<file path="config.mk">
export PLATFORM = sky130hd
export DESIGN_NAME = serial_add_unit
export DESIGN_NICKNAME = d
export VERILOG_FILES = /design/src/rtl/serial_add_unit.sv
export SDC_FILE = /design/constraint.sdc
export NUM_CORES = 1
export LEC_CHECK = 0
export CORE_MARGIN = 2
export CORE_UTILIZATION = 40
export CTS_CLUSTER_SIZE = 40
export DETAILED_ROUTE_END_ITERATION = 7
export DONT_BUFFER_PORTS = 1
export PLACE_DENSITY = 0.6
export SLEW_MARGIN = 0
export SYNTH_ARGS = -nofsm -noshare
export SYNTH_HDL_FRONTEND = slang
export SYNTH_SLANG_ARGS = --single-unit
</file>
<file path="constraint.sdc">
create_clock -name clk -period 1.5 [get_ports clk]
set_input_delay 0.075 -clock clk [delete_from_list [all_inputs] [get_ports clk]]
set_output_delay 0.075 -clock clk [all_outputs]
set_load 0.05 [all_outputs]
</file>
<file path="src/rtl/serial_add_unit.sv">
// rtl/serial_add_unit.sv - bit-serial ripple adder, one sum bit per clock, LSB first
module serial_add_unit #(
    parameter int WIDTH = 8
) (
    input  logic             clk,
    input  logic             rst,
    input  logic             start,
    input  logic [WIDTH-1:0] a,
    input  logic [WIDTH-1:0] b,
    input  logic             cin,
    output logic             busy,
    output logic             done,
    output logic [WIDTH-1:0] s,
    output logic             cout
);

    localparam int CW = (WIDTH > 1) ? $clog2(WIDTH) : 1;

    typedef enum logic [1:0] {
        IDLE = 2'd0,
        RUN  = 2'd1,
        DONE = 2'd2
    } state_t;

    state_t          state;
    state_t          state_next;
    logic [WIDTH-1:0] a_sh;
    logic [WIDTH-1:0] b_sh;
    logic            c;
    logic [CW-1:0]   cnt;
    logic            last_bit;
    logic            bit_sum;
    logic            bit_carry;

    assign last_bit  = (cnt == CW'(WIDTH - 1));
    assign bit_sum   = a_sh[0] ^ b_sh[0] ^ c;
    assign bit_carry = (a_sh[0] & b_sh[0]) | (a_sh[0] & c) | (b_sh[0] & c);
    assign busy      = (state == RUN);

    always_ff @(posedge clk or posedge rst) begin
        if (rst) begin
            state <= IDLE;
        end else begin
            state <= state_next;
        end
    end

    always_comb begin
        state_next = state;
        case (state)
            IDLE:    if (start) state_next = RUN;
            RUN:     if (last_bit) state_next = DONE;
            DONE:    state_next = IDLE;
            default: state_next = IDLE;
        endcase
    end

    // Operands are shifted right so bit 0 of each shift register is always the bit in flight.
    always_ff @(posedge clk or posedge rst) begin
        if (rst) begin
            a_sh <= '0;
            b_sh <= '0;
            c    <= 1'b0;
            cnt  <= '0;
            s    <= '0;
            cout <= 1'b0;
            done <= 1'b0;
        end else begin
            case (state)
                IDLE: begin
                    done <= 1'b0;
                    if (start) begin
                        a_sh <= a;
                        b_sh <= b;
                        c    <= cin;
                        s    <= '0;
                        cnt  <= '0;
                    end
                end
                RUN: begin
                    s[cnt] <= bit_sum;
                    c      <= bit_carry;
                    a_sh   <= a_sh >> 1;
                    b_sh   <= b_sh >> 1;
                    cnt    <= cnt + CW'(1);
                    if (last_bit) begin
                        cout <= bit_carry;
                        done <= 1'b1;
                    end
                end
                DONE: begin
                    done <= 1'b0;
                end
                default: begin
                    done <= 1'b0;
                end
            endcase
        end
    end

endmodule

</file>
==> metrics.md <==
| Metric | Value |
|---|---|
| Clock edge transition at the registers on the reported setup and hold paths | approximately 0.06 ns |
| Later-pin clock latency in the skew report | roughly 0.28 ns |
| Cell type with the highest aggregate area in the netlist | sky130_fd_sc_hd__dfrtp_1 |
| Proportion of netlist area held by the largest area contributor | about half |
| Worst setup margin | -0.04381 ns |
| Synth async-reset ratio | 100.0% |
| Flip-flop and latch count after synthesis | 32 |
| Final estimated routing congestion in global placement | between 0.7 and 0.8 |
| Top post-synthesis cells by area | sky130_fd_sc_hd__dfrtp_1, sky130_fd_sc_hd__a22oi_1, sky130_fd_sc_hd__o21ai_0, sky130_fd_sc_hd__nor2b_1, sky130_fd_sc_hd__a21oi_1 |
| Residual overflow from global routing | 0 |
| Count of final max-slew check failures | 0 |
| Growth of design area from synthesis to finish | 20.20% |
| Max-slew headroom | around 65% |
| Cell area after placement | around 1800 sq um |
| Synthesis Warnings | 0 |
| Effective utilization at floorplan | 41.18% |
| Required time worst endpoint | roughly 1.7 ns |
| Placement row count | 23 |
| GRT Total Usage | roughly 17% |
| Post-DP HPWL | 2404 um |
| Count of cell types in the netlist | 30 |
| IO buf count | 0 |
| Power density cells | between 2000 and 2500 nW/um^2 |
| Number of detailed-routing iterations run before antenna repair | 4 |
| Library cell used as clock root buffer | sky130_fd_sc_hd__clkbuf_8 |
| Fraction of layout cells with a size suffix above 1 | between 10% and 20% |
| Final instance area | a little under 2000 sq um |
| Clk sinks | 32 |
| Post-route DRC | 0 |
| Worst Tran Pin Value | about 0.52 ns |
| Fmax | 647.7 MHz |
| Leading post-synthesis cells by instance count | sky130_fd_sc_hd__dfrtp_1, sky130_fd_sc_hd__o21ai_0, sky130_fd_sc_hd__a21oi_1, sky130_fd_sc_hd__a22oi_1, sky130_fd_sc_hd__nor2b_1 |
| Busiest grt layer | met2 |
| Count of routing violations after the opening detailed-route iteration | 86 |
| Core ar. | 3971 sq um |
| Overall power consumption | roughly 4300 uW |
| Cell with the most instances after synthesis | sky130_fd_sc_hd__dfrtp_1 |
| Met1 usage in global routing | a little under a quarter |
| Unrepaired setup endpoints after global routing | true |
| Leakage power summed over all cells | around 0.00086 uW |
| Maximum number of pins on one net before global-route repair | 33 |
| First-pass GRT wire length | between 5000 and 6000 um |
| Met2 Use GR | 25.61% |
| Number of instances in the synthesized netlist | 169 |
| WL/cell | between 10 and 15 um |
| Synthesized netlist net count | approximately 190 |
| Clock tree skew after final layout | 0.002381 ns |
| CP Max Fanout | 6 |
| Number of max-cap violations | 0 |
| Post-synth top flop | sky130_fd_sc_hd__dfrtp_1 |
| Worst Setup Start Kind | flop |
| Peak VDD IR | 0.7347 mV |
| Antenna violations before repair | 0 |
| Antenna Diode Count | 0 |
| Die area | 4616 sq um |
| Number of buffers added by the clock tree synthesis step | 5 |
| Average cell area after synthesis | roughly 9.7 sq um |
| Vias after detailed routing | between 1k and 1.5k |
| Arrival time at the worst endpoint | 1.75 ns |
| Maximum level of the CTS H-tree | 2 |
| Worst hold path class | primary input to flop |
| Sequential fraction of the synthesis area | around 49% |
| Status | complete, but fails checks |
| Number of failing setup endpoints in the final timing report | 6 |
| CP Class | flop to flop |
| Number of global-route vias before repair | about 1.3k |
| Overall routed net length | around 3500 um |
| Met3 usage in global routing | around 5.3% |
| Clock period minus final worst setup slack | between 1.5 and 2 ns |
| Critical Path End Type | flop |
| Hold Violations, Final | 0 |
| Number of inserted filler cells in the final layout | roughly 370 |
| Share of the cycle needed by the critical path after routing | 102.9% |
| Number of top-level pins | 31 |
| Violations in the final reports | negative setup slack |
| Clock tree buffer depth | 2 |
| Via-to-Cell Ratio | ~5.4 |
| Cell area after technology mapping | ~1600 sq um |
| Floorplan die height | a little under 70 um |
| Number of flops mapped to enable cells by yosys | 0 |
| Die Wd | a little under 70 um |
| Clock tree from TritonCTS | built |
| NumNets Final | ~210 |
| DRT antenna net count | 0 |
| Final Util | between 40% and 50% |
## layer usage
metal	wire length [um]	part of all wire, %
met4	41	1.2
met2	1625	46
met1	1651	47
met3	193	5.5
met5	0	0
## state kept, by name, summed over array words and instances, names as in the netlist
signal and count:
state 2, cout 1, done 1, a_sh 8, c 1, b_sh 8
cnt 3, s 8
## path summary, 6_finish.rpt
check / startpoint / endpoint / slack [ns] / cells past startpoint
hold / removal: a[5] / a_sh[5] / 0.002 / 2
setup / recovery: b_sh[0] / s[5] / -0.04 / 5
setup reg to reg: b_sh[0] / s[5] / -0.04 / 5
hold reg to reg: b_sh[7] / b_sh[7] / 0.52 / 2
max in group asynchronous: rst / b_sh[4] / 0.89 / 3
min in group asynchronous: rst / s[4] / 0.32 / 3
## power by group
group | switching, uW | leakage, uW | internal (uW)
combinational | 1120 | 0.000397 | 888
sequential | 410 | 0.000418 | 1210
clock | 307 | 0.0000455 | 374
total | 1830 | 0.000860 | 2480
## logic make-up after synthesis
kind of cell	Yosys count	share of synthesized area, %
compound gates	67	25.63
simple gates	45	15.46
flops	32	48.97
buf+inv	21	6.579
fa+ha+maj	3	2.754
mux	1	0.6121
## worst max-delay path, cell delays in order (launching register included)
cell and delay, ns:
sky130_fd_sc_hd__dfrtp_1 0.39, sky130_fd_sc_hd__inv_2 0.08, sky130_fd_sc_hd__fa_2 0.47, sky130_fd_sc_hd__nor3b_4 0.33
sky130_fd_sc_hd__a22oi_1 0.10, sky130_fd_sc_hd__o21ai_1 0.10
## layout make-up
class / instances / area, sq um / share of cell area, %
flip-flops and latches: 32 / 800.8 / 40.74
inverters: 6 / 22.52 / 1.146
repair buffers: 29 / 242.7 / 12.35
clock buffers: 8 / 90.09 / 4.583
multi-input cells: 116 / 747.0 / 38.00
well taps: 50 / 62.56 / 3.183
## cells in the final DEF, fill, tap and decap left out, types with 2 or more instances in the layout
cell type                        n
sky130_fd_sc_hd__inv_1           3
sky130_fd_sc_hd__ha_1            2
sky130_fd_sc_hd__dlygate4sd3_1   7
sky130_fd_sc_hd__clkbuf_8        6
sky130_fd_sc_hd__buf_4          20
sky130_fd_sc_hd__a2bb2oi_1       4
sky130_fd_sc_hd__nor3b_1         2
sky130_fd_sc_hd__a22o_1          4
sky130_fd_sc_hd__a22oi_1        16
sky130_fd_sc_hd__inv_2           3
sky130_fd_sc_hd__o21ai_0        19
sky130_fd_sc_hd__nor2_1          3
sky130_fd_sc_hd__nor3_1          2
sky130_fd_sc_hd__dfrtp_1        32
sky130_fd_sc_hd__nand2b_1        2
sky130_fd_sc_hd__nor2b_1        14
sky130_fd_sc_hd__nand2_1        10
sky130_fd_sc_hd__nand3_1         6
sky130_fd_sc_hd__buf_6           2
sky130_fd_sc_hd__o21ai_1         2
sky130_fd_sc_hd__a21oi_1        17
sky130_fd_sc_hd__clkbuf_1        2
sky130_fd_sc_hd__o21bai_1        2
## metrics by stage
step	setup slack, ns	hold slack, ns	cells	TNS (ns)
4_1_cts	-0.05902	0.0004493	241	-0.1818
2_1_floorplan	0.05463	0.1912	169	0
3_3_place_gp	-0.02854	0.07347	226	-0.05660
3_5_place_dp	-0.07980	0.08019	226	-0.1901
5_1_grt	-0.1289	0.01462	241	-0.6863
6_report	-0.04381	0.002290	241	-0.1554
## what timing repair did
item | in CTS | in global routing
endpoints found under the setup margin | 7 | 9
buffers inserted | 1 | 0
gates resized for setup | 10 | 2
endpoints found under the hold margin | 38 | 0
pin swaps | 3 | 6
hold buffers | 7 | 0
No activity file was read; power rests on OpenSTA's default activity.
